`src/rtl/csa_pkg.sv`:
```
// ---------------------------------------------------------------------------
// csa_pkg
//   Shared constants and elaboration-time helpers for the pipelined carry-save
//   reduction tree (csa_tree_pipe / csa_level).
//
//   MAX_IN / MIN_IN  : legal operand-count range per beat.
//   csa_owidth       : output width, OWIDTH = WIDTH + GUARD_BITS.
//   csa_next_count   : operand count after one 3:2 level, 2*(n/3) + n%3.
//   csa_levels       : number of 3:2 levels needed to reach two operands.
//   csa_count_at     : operand count entering a given level.
//
//   No configuration macros are used in this file.
// ---------------------------------------------------------------------------
package csa_pkg;

  localparam int MAX_IN = 9;
  localparam int MIN_IN = 3;

  function automatic int csa_owidth(input int width, input int guard_bits);
    return width + guard_bits;
  endfunction

  function automatic int csa_next_count(input int n);
    return 2 * (n / 3) + (n % 3);
  endfunction

  // Gives 1,2,3,3,4,4,4 for n = 3..9. The loop bound only has to exceed the
  // deepest tree, so MAX_IN is a safe ceiling.
  function automatic int csa_levels(input int n);
    int c;
    int l;
    c = n;
    l = 0;
    for (int i = 0; i < MAX_IN; i++) begin
      if (c > 2) begin
        c = csa_next_count(c);
        l++;
      end
    end
    return l;
  endfunction

  function automatic int csa_count_at(input int n, input int lvl);
    int c;
    c = n;
    for (int i = 0; i < MAX_IN; i++) begin
      if (i < lvl) begin
        c = csa_next_count(c);
      end
    end
    return c;
  endfunction

endpackage

```
`src/rtl/csa_level.sv`:
```
// ---------------------------------------------------------------------------
// csa_level
//   One registered 3:2 carry-save reduction level with valid/ready handshake.
//   Input operands are grouped in threes from index 0; each full triple feeds
//   one carry-save adder. The output list is ordered: all CSA sums, then all
//   CSA carries (already shifted left by one), then the 1 or 2 leftover
//   operands passed straight through.
//
//   Parameters
//     N_IN    operand count entering this level
//     OWIDTH  width of every operand (modulo 2^OWIDTH arithmetic)
//     TAG_W   sideband tag width
//
//   Ports
//     clk, rst_n        clock, asynchronous active-low reset
//     clr               synchronous clear of the valid bit
//     in_valid/in_ready upstream handshake
//     in_data, in_tag   N_IN operands packed [k*OWIDTH +: OWIDTH], tag
//     out_valid/out_ready downstream handshake
//     out_data, out_tag N_OUT reduced operands, tag
//
//   No configuration macros are used in this file.
// ---------------------------------------------------------------------------
module csa_level
  import csa_pkg::*;
#(
  parameter  int N_IN   = 5,
  parameter  int OWIDTH = 35,
  parameter  int TAG_W  = 4,
  localparam int N_OUT  = csa_next_count(N_IN)
) (
  input  logic                      clk,
  input  logic                      rst_n,
  input  logic                      clr,
  input  logic                      in_valid,
  output logic                      in_ready,
  input  logic [N_IN*OWIDTH-1:0]    in_data,
  input  logic [TAG_W-1:0]          in_tag,
  output logic                      out_valid,
  input  logic                      out_ready,
  output logic [N_OUT*OWIDTH-1:0]   out_data,
  output logic [TAG_W-1:0]          out_tag
);

  localparam int N_TRI  = N_IN / 3;
  localparam int N_PASS = N_IN % 3;

  function automatic logic [OWIDTH-1:0] csa_sum(input logic [OWIDTH-1:0] a,
                                                input logic [OWIDTH-1:0] b,
                                                input logic [OWIDTH-1:0] c);
    return a ^ b ^ c;
  endfunction

  // Majority carry moved to the next weight; the bit leaving the MSB is
  // dropped so the pair stays modulo 2^OWIDTH.
  function automatic logic [OWIDTH-1:0] csa_carry(input logic [OWIDTH-1:0] a,
                                                  input logic [OWIDTH-1:0] b,
                                                  input logic [OWIDTH-1:0] c);
    logic [OWIDTH-1:0] maj;
    maj = (a & b) | (a & c) | (b & c);
    return maj << 1;
  endfunction

  logic [N_OUT*OWIDTH-1:0] red;

  for (genvar t = 0; t < N_TRI; t++) begin : g_csa
    assign red[t*OWIDTH +: OWIDTH] =
      csa_sum(in_data[(3*t)*OWIDTH +: OWIDTH],
              in_data[(3*t+1)*OWIDTH +: OWIDTH],
              in_data[(3*t+2)*OWIDTH +: OWIDTH]);
    assign red[(N_TRI+t)*OWIDTH +: OWIDTH] =
      csa_carry(in_data[(3*t)*OWIDTH +: OWIDTH],
                in_data[(3*t+1)*OWIDTH +: OWIDTH],
                in_data[(3*t+2)*OWIDTH +: OWIDTH]);
  end

  for (genvar p = 0; p < N_PASS; p++) begin : g_pass
    assign red[(2*N_TRI+p)*OWIDTH +: OWIDTH] = in_data[(3*N_TRI+p)*OWIDTH +: OWIDTH];
  end

  // ---- stage p0: reduced operands and tag registered ----
  logic                    vld_p0;
  logic [N_OUT*OWIDTH-1:0] data_p0;
  logic [TAG_W-1:0]        tag_p0;

  // Load when empty or when the current contents leave this same cycle.
  assign in_ready = !vld_p0 || out_ready;

  always_ff @(posedge clk or negedge rst_n) begin
    if (!rst_n) begin
      vld_p0  <= 1'b0;
      data_p0 <= '0;
      tag_p0  <= '0;
    end else begin
      if (clr) begin
        vld_p0 <= 1'b0;
      end else if (in_ready) begin
        vld_p0 <= in_valid;
      end
      if (in_valid && in_ready) begin
        data_p0 <= red;
        tag_p0  <= in_tag;
      end
    end
  end

  assign out_valid = vld_p0;
  assign out_data  = data_p0;
  assign out_tag   = tag_p0;

endmodule

```
`src/rtl/csa_tree_pipe.sv`:
```
// ---------------------------------------------------------------------------
// csa_tree_pipe
//   Pipelined Dadda-style carry-save reduction of NUM_IN operands of WIDTH
//   bits down to a redundant sum/carry pair of OWIDTH = WIDTH + GUARD_BITS
//   bits. One registered csa_level per reduction level (L levels, L = 1..4
//   for NUM_IN = 3..9). Streaming valid/ready on both sides with a sideband
//   tag that travels in lockstep with the data.
//
//   Parameters
//     WIDTH       operand width
//     NUM_IN      operands per beat, 3..9 (anything else fails elaboration)
//     GUARD_BITS  extra MSBs of headroom
//     SIGNED      1 = sign-extend operands to OWIDTH, 0 = zero-extend
//     TAG_W       sideband tag width
//
//   Ports
//     clk, rst_n           clock, asynchronous active-low reset
//     clr                  synchronous clear of every in-flight beat
//     in_valid/in_ready    input handshake (in_ready low during clr)
//     in_data              operand k at [k*WIDTH +: WIDTH]
//     in_tag               sideband tag
//     out_valid/out_ready  output handshake
//     out_sum, out_carry   redundant pair; out_carry already weighted
//     out_tag              tag of the presented result
//     out_res              out_sum + out_carry (only with CSA_FINAL_CPA_EN)
//
//   Configuration macro
//     CSA_FINAL_CPA_EN  adds a registered carry-propagate stage producing
//                       out_res; latency grows from L to L+1.
// ---------------------------------------------------------------------------
module csa_tree_pipe
  import csa_pkg::*;
#(
  parameter  int WIDTH      = 32,
  parameter  int NUM_IN     = 5,
  parameter  int GUARD_BITS = 3,
  parameter  int SIGNED     = 0,
  parameter  int TAG_W      = 4,
  localparam int OWIDTH     = csa_owidth(WIDTH, GUARD_BITS)
) (
  input  logic                      clk,
  input  logic                      rst_n,
  input  logic                      clr,
  input  logic                      in_valid,
  output logic                      in_ready,
  input  logic [NUM_IN*WIDTH-1:0]   in_data,
  input  logic [TAG_W-1:0]          in_tag,
  output logic                      out_valid,
  input  logic                      out_ready,
  output logic [OWIDTH-1:0]         out_sum,
  output logic [OWIDTH-1:0]         out_carry,
  output logic [TAG_W-1:0]          out_tag
`ifdef CSA_FINAL_CPA_EN
  ,
  output logic [OWIDTH-1:0]         out_res
`endif
);

  localparam int L = csa_levels(NUM_IN);

  if (NUM_IN < MIN_IN || NUM_IN > MAX_IN) begin : g_bad_num_in
    $error("csa_tree_pipe: NUM_IN must lie in 3..9");
  end

  // Operand extension to OWIDTH; the signed path relies on the cast of a
  // signed value to sign-extend.
  logic [NUM_IN*OWIDTH-1:0] ext_data;

  for (genvar k = 0; k < NUM_IN; k++) begin : g_ext
    if (SIGNED != 0) begin : g_sx
      logic signed [WIDTH-1:0] op_s;
      assign op_s = in_data[k*WIDTH +: WIDTH];
      assign ext_data[k*OWIDTH +: OWIDTH] = OWIDTH'(op_s);
    end else begin : g_zx
      assign ext_data[k*OWIDTH +: OWIDTH] = OWIDTH'(in_data[k*WIDTH +: WIDTH]);
    end
  end

  logic                    last_valid;
  logic                    last_ready;
  logic [2*OWIDTH-1:0]     last_data;
  logic [TAG_W-1:0]        last_tag;

  // Reduction chain; each level reads its predecessor's outputs and takes its
  // ready from its successor, so backpressure ripples combinationally.
  for (genvar i = 0; i < L; i++) begin : g_lvl
    localparam int N_I = csa_count_at(NUM_IN, i);
    localparam int N_O = csa_next_count(N_I);

    logic                 lv_in_valid;
    logic                 lv_in_ready;
    logic [N_I*OWIDTH-1:0] lv_in_data;
    logic [TAG_W-1:0]     lv_in_tag;
    logic                 lv_out_valid;
    logic                 lv_out_ready;
    logic [N_O*OWIDTH-1:0] lv_out_data;
    logic [TAG_W-1:0]     lv_out_tag;

    if (i == 0) begin : g_head
      assign lv_in_valid = in_valid;
      assign lv_in_data  = ext_data;
      assign lv_in_tag   = in_tag;
    end else begin : g_link
      assign lv_in_valid = g_lvl[i-1].lv_out_valid;
      assign lv_in_data  = g_lvl[i-1].lv_out_data;
      assign lv_in_tag   = g_lvl[i-1].lv_out_tag;
    end

    if (i == L - 1) begin : g_tail
      assign lv_out_ready = last_ready;
    end else begin : g_mid
      assign lv_out_ready = g_lvl[i+1].lv_in_ready;
    end

    csa_level #(
      .N_IN   (N_I),
      .OWIDTH (OWIDTH),
      .TAG_W  (TAG_W)
    ) u_level (
      .clk       (clk),
      .rst_n     (rst_n),
      .clr       (clr),
      .in_valid  (lv_in_valid),
      .in_ready  (lv_in_ready),
      .in_data   (lv_in_data),
      .in_tag    (lv_in_tag),
      .out_valid (lv_out_valid),
      .out_ready (lv_out_ready),
      .out_data  (lv_out_data),
      .out_tag   (lv_out_tag)
    );
  end

  assign last_valid = g_lvl[L-1].lv_out_valid;
  assign last_data  = g_lvl[L-1].lv_out_data;
  assign last_tag   = g_lvl[L-1].lv_out_tag;

  // clr wins over any transfer, so nothing is accepted in the clear cycle.
  assign in_ready = !clr && g_lvl[0].lv_in_ready;

`ifdef CSA_FINAL_CPA_EN
  function automatic logic [OWIDTH-1:0] cpa_add(input logic [OWIDTH-1:0] a,
                                                input logic [OWIDTH-1:0] b);
    return a + b;
  endfunction

  // ---- stage p0: carry-propagate result, redundant pair kept aligned ----
  logic              vld_p0;
  logic [OWIDTH-1:0] sum_p0;
  logic [OWIDTH-1:0] carry_p0;
  logic [OWIDTH-1:0] res_p0;
  logic [TAG_W-1:0]  tag_p0;

  assign last_ready = !vld_p0 || out_ready;

  always_ff @(posedge clk or negedge rst_n) begin
    if (!rst_n) begin
      vld_p0   <= 1'b0;
      sum_p0   <= '0;
      carry_p0 <= '0;
      res_p0   <= '0;
      tag_p0   <= '0;
    end else begin
      if (clr) begin
        vld_p0 <= 1'b0;
      end else if (last_ready) begin
        vld_p0 <= last_valid;
      end
      if (last_valid && last_ready) begin
        sum_p0   <= last_data[OWIDTH-1:0];
        carry_p0 <= last_data[2*OWIDTH-1:OWIDTH];
        res_p0   <= cpa_add(last_data[OWIDTH-1:0], last_data[2*OWIDTH-1:OWIDTH]);
        tag_p0   <= last_tag;
      end
    end
  end

  assign out_valid = vld_p0;
  assign out_sum   = sum_p0;
  assign out_carry = carry_p0;
  assign out_res   = res_p0;
  assign out_tag   = tag_p0;
`else
  assign last_ready = out_ready;
  assign out_valid  = last_valid;
  assign out_sum    = last_data[OWIDTH-1:0];
  assign out_carry  = last_data[2*OWIDTH-1:OWIDTH];
  assign out_tag    = last_tag;
`endif

endmodule

```
`config.mk`:
```
export PLATFORM = sky130hd
export DESIGN_NAME = csa_tree_pipe
export DESIGN_NICKNAME = d
export VERILOG_FILES = /design/src/rtl/csa_pkg.sv /design/src/rtl/csa_level.sv /design/src/rtl/csa_tree_pipe.sv
export SDC_FILE = /design/constraint.sdc
export NUM_CORES = 1
export LEC_CHECK = 0
export ABC_CLOCK_PERIOD_IN_PS = 4600
export CAP_MARGIN = 10
export CORE_MARGIN = 2
export CORE_UTILIZATION = 50
export CTS_CLUSTER_SIZE = 14
export DETAILED_ROUTE_END_ITERATION = 8
export DONT_BUFFER_PORTS = 1
export PLACE_DENSITY_LB_ADDON = 0.15
export SYNTH_ARGS = -nofsm -noshare
export SYNTH_HDL_FRONTEND = slang
export SYNTH_HIERARCHICAL = 1
export SYNTH_SLANG_ARGS = --single-unit
```
`constraint.sdc`:
```
create_clock -name clk -period 4.6 [get_ports clk]
set_input_delay 0.92 -clock clk [delete_from_list [all_inputs] [get_ports clk]]
set_output_delay 0.92 -clock clk [all_outputs]
set_load 0.005 [all_outputs]
```
* Word level (Yosys, flattened, before mapping) *
Cells that the tools add are included.

cells by class
  bitwise operators = 21
  reduce and logical (&&, ||, !) cells = 14
  mux-type cells = 6

operator list
  cell                           number
  OR 34 bit                      6
  bitwise AND 34 x 32 -> 34 bit  4
  bitwise XOR 35 x 32 -> 35 bit  3
  bitwise AND 32 bit             3
  bitwise XOR 35 bit             2
  bitwise AND 34 bit             2
  bitwise XOR 32 bit             1
  2-to-1 mux 1 bit               6
  nonzero test 2 bit             3
  logical AND 1 bit              4
  zero test 1 bit                4
  logical OR 1 bit               3

storage, ports and cells
  logic and storage cells = 50
  register bits after elaboration = 318
  input port bits = 169

* Logic depth before layout (Yosys ltp) *
  depth in word-level cells = 6
  gate-level depth with buffers = 7
  depth with buffers taken out = 5

* Cells and area by module *
The synthesis kept the hierarchy.

modules (own cells, without submodules)
  module                         cells an instance  area an instance (sq um)  instances
  csa_level at g_lvl[0].u_level  344                6339.8                    1
  csa_level at g_lvl[1].u_level  270                4830.9                    1
  csa_level at g_lvl[2].u_level  196                3758.6                    1
  csa_tree_pipe                  2                  17.5                      1

* Worst setup path after synthesis *
No wires, ideal clock.

  kind = input -> output
  from = in out_ready
  to = out in_ready
  stages on the path = 4
  setup slack = 2.217 ns
  path buffers = 0
  arrival time = 1.463 ns
  data required time = 3.680 ns
  cell sequence = nand2b_4 -> nand2b_4 -> nand2b_4 -> nor2b_4

between the ends
  cells in the longest elaborated chain, start to end = 4

RTL lines
  what                            line                  RTL
  start, declared                 csa_tree_pipe.sv:49   input logic out_ready,
  logical OR 1 bit (2 in series)  csa_level.sv:87       assign in_ready = !vld_p0 || out_ready;
  net g_lvl[0].lv_out_ready       csa_tree_pipe.sv:95   logic lv_out_ready;
  logical OR 1 bit                csa_level.sv:87
  net g_lvl[0].lv_in_ready        csa_tree_pipe.sv:91   logic lv_in_ready;
  logical AND 1 bit               csa_tree_pipe.sv:139  assign in_ready = !clr && g_lvl[0].lv_in_ready;
  end, declared                   csa_tree_pipe.sv:45   output logic in_ready,

The timed path passes the listed nets, and every way through them passes these cells.

* Worst setup path after layout *
  from = reg g_lvl[2].u_level.vld_p0
  to = reg g_lvl[0].u_level.data_p0[12]

between the ends
  cells in the longest elaborated chain, start to end = 5

RTL lines
  what                       line                 RTL
  start, declared            csa_level.sv:82      logic vld_p0;
  start signal, assigned     csa_level.sv:98      vld_p0 <= in_valid;
  zero test 1 bit            csa_level.sv:87
  logical OR 1 bit           csa_level.sv:87
  net g_lvl[1].lv_out_ready  csa_tree_pipe.sv:95
  logical OR 1 bit           csa_level.sv:87
  net g_lvl[0].lv_out_ready  csa_tree_pipe.sv:95
  logical OR 1 bit           csa_level.sv:87
  net g_lvl[0].lv_in_ready   csa_tree_pipe.sv:91
  logical AND 1 bit          csa_level.sv:100     if (in_valid && in_ready) begin
  end signal, assigned       csa_level.sv:101     data_p0 <= red;
  end, declared              csa_level.sv:83      logic [N_OUT*OWIDTH-1:0] data_p0;

The timed path passes the listed nets, and every way through them passes these cells.
A chain may end at the register's enable or synchronous reset.

==> results.ini <==
[cts]
cts.sinks = 327
clk_latency_ns = 0.50
cts_resized = 0
ctsHoldBuffers = 0
cts_made_buffers = 37
postCtsSetupBuffers = 0
cts_tree = built
clk_root_buffer_cell = clkbuf_16
clock_path_buffers = 3
cts.clk_slew.worst_paths_ns = 0.06
htree_num_levels = 2

[yosys]
yosysSeqAreaShare_pct = 54.7
ys_warn_count = 6
ys_types = 15
synth_area_per_cell_sq_um = 18.4
yosysMostFrequentCell = dfrtp_1
async_flop_share_pct = 100
synth_edf_count = 0
synth_common_cells = 327 x dfrtp_1, 164 x mux2_2, 160 x mux2_4
synth_top_area_share_pct = 54.7
synthTopCellsByArea = dfrtp_1 55%, mux2_4 16%, fa_1 14%
yosysTopAreaCell = dfrtp_1
syn_inst = 812
synthFlopType = dfrtp_1
ys_ff_latch = 327
syn_area_sq_mm = 0.0149

[critical_path]
worstPathCellList = nand2b_4 -> nand2b_4 -> nand2b_4 -> nand2_8 -> buf_4 -> mux2_2
worst_path_largest_cell_delay_ns = 0.58
crit_path_start_kind = register
slowest_stage = nand2_8
arrival_ns = 2.96
cp-end-kind = register
worstPathRequired_ns = 4.97
path_class = reg -> reg
crit_buf_inv = 1
crit_path_frequent_cell = nand2b_4
cpLargestDelayFamily = simple AND/OR/NAND/NOR gates
critPathMaxFanout = 82

[flow_run]
maxCapViolCount = 0

[global_route]
busiest_layer = met2
grt.overflow.total = 0
antenna_found_initial = 2
met3_usage_pct = 5.39
grt_pass1_vias = 7484
grt_pass1_wl_um = 42700
grt_max_degree = 328
gr-usage-all-layers_pct = 17.5
use_met2_pct = 28.0
met1_usage_pct = 23.5

[timing]
slew_headroom_pct = 34.9
setup_ws_ns = 2.01
fmax_ghz = 0.387
finalHoldViolCount = 0
skew_ns = 0.0131
period_share_pct = 56.2
finalSetupViolCount = 0
min_period_ns = 2.59
rsz0062_at_grt = false
fin_tns_setup_ns = 0
drv_slew = 0
worst_pin_slew_ns = 0.977
fin_worst_hold_slack_ns = 0.126

[place]
port_buffers = 0
dp_slack_ns = 1.52
dpl.cell_count = 1185
gp_congestion = 0.734
dp_hpwl_um = 17300

[final_layout]
area_growth_pct = 9.45
multiInputGateArea_sq_mm = 0.00653
drive_gt1_share_pct = 45.4
seqCellArea_sq_mm = 0.00818
n_fill_cell = 2327
fin_nets = 1105
fin_cells = 1243

[route]
drt_iter0_drc = 232
via_count = 6470
wl_per_cell_um = 21.1
viasPerCell = 5.21
drc = 0
dr.pass1.iters = 4
routed_wl_um = 26200
antenna_left = 0

[die]
dieArea_sq_mm = 0.0313
coreArea_sq_mm = 0.0296
die_h_um = 177
die-width_um = 177
io_pins = 245
num_rows = 63
initial_utilization_pct = 50.6

[outcome]
status = finished clean

[pwr]
vdd_drop_max_v = 0.000340
power_w = 0.00879
p_per_area_mw_per_mm2 = 537
leakagePower_nw = 7.40

[worst_hold_path]
hold_path_class = in -> async

worst reg2reg max path, stage by stage, from the launching register on:
cell and delay (ns):
dfrtp_1 0.49, nand2b_4 0.10, nand2b_4 0.18, nand2b_4 0.18, nand2_8 0.58, buf_4 0.53
mux2_2 0.39
state kept, by name (all words and copies together), names as in the netlist:
name	flops
g_lvl.u_level/out_valid	3
g_lvl.u_level/out_data	312
g_lvl.u_level/out_tag	12
routing by layer:
layer  up-vias  part of all wire, %
li1       2816                    -
met1      3448                   43
met2       171                   48
met3        35                  7.4
met4         0                  1.6
met5         -                    0
report_power, final:
part / total, W / internal [W] / leakage, nW / switching, W
sequential: 0.00441 / 0.00369 / 3.85 / 0.000715
combinational: 0.00167 / 0.00117 / 3.00 / 0.000498
clock: 0.00272 / 0.00163 / 0.543 / 0.00109
through the flow:
stage | util, % | cell area (sq um)
floorplan | - | 15000
global route | 55.3 | 16400
detailed placement | 51.6 | 15300
CTS | 55.3 | 16400
global placement | 51.6 | 15300
finish | 55.3 | 16400
cells in the final DEF, fill, tap and decap left out, drive strengths merged:
cell,synthesis,layout
clkbuf,0,50
inv,3,3
fa,102,102
diode,0,2
buf,36,5
a21oi,3,3
conb,4,18
dfrtp,327,327
xnor2,6,6
clkinv,0,4
clkinvlp,0,1
mux2,324,324
nor2b,1,1
bufinv,0,1
nand2,3,3
nand2b,3,3
cell type report:
type / count / share of cell area (%)
Tap cell: 390 / 2.98
Clock buffer: 50 / 6.39
Sequential cell: 327 / 50.0
Clock inverter: 6 / 0.352
Timing Repair Buffer: 5 / 0.229
Antenna cell: 2 / 0.0306
Multi-Input combinational cell: 460 / 39.9
Inverter: 3 / 0.0688
path summary, 6_finish.rpt:
| path | from | endpoint | slack [ns] | depth (start not counted) |
|---|---|---|---|---|
| setup reg to reg | g_lvl[2].u_level/out_valid$_DFFE_PN0P_ | g_lvl[0].u_level/out_data[12]$_DFFE_PN0P_ | 2.01 | 6 |
| max in group asynchronous | rst_n | g_lvl[1].u_level/out_data[52]$_DFFE_PN0P_ | 3.79 | 0 |
| min in group clk | clr | g_lvl[2].u_level/out_valid$_DFFE_PN0P_ | 0.48 | 1 |
| hold reg to reg | g_lvl[0].u_level/out_tag[0]$_DFFE_PN0P_ | g_lvl[0].u_level/out_tag[0]$_DFFE_PN0P_ | 0.50 | 1 |
| setup / recovery | g_lvl[2].u_level/out_valid$_DFFE_PN0P_ | g_lvl[0].u_level/out_data[12]$_DFFE_PN0P_ | 2.01 | 6 |
| hold / removal | rst_n | g_lvl[2].u_level/out_data[52]$_DFFE_PN0P_ | 0.13 | 0 |
logic make-up (layout without fill, tap and decap cells):
kind of cell	count (synthesis)	in the layout	share of synthesized area [%]
buf+inv	39	64	2.08
compound gates	3	3	0.100
other cells	4	20	0.100
flops	327	327	54.7
xor+xnor	6	6	0.352
fa+ha+maj	102	102	13.7
simple gates	7	7	0.527
mux	324	324	28.4
Note: power is estimated with default switching activity, not from simulation.
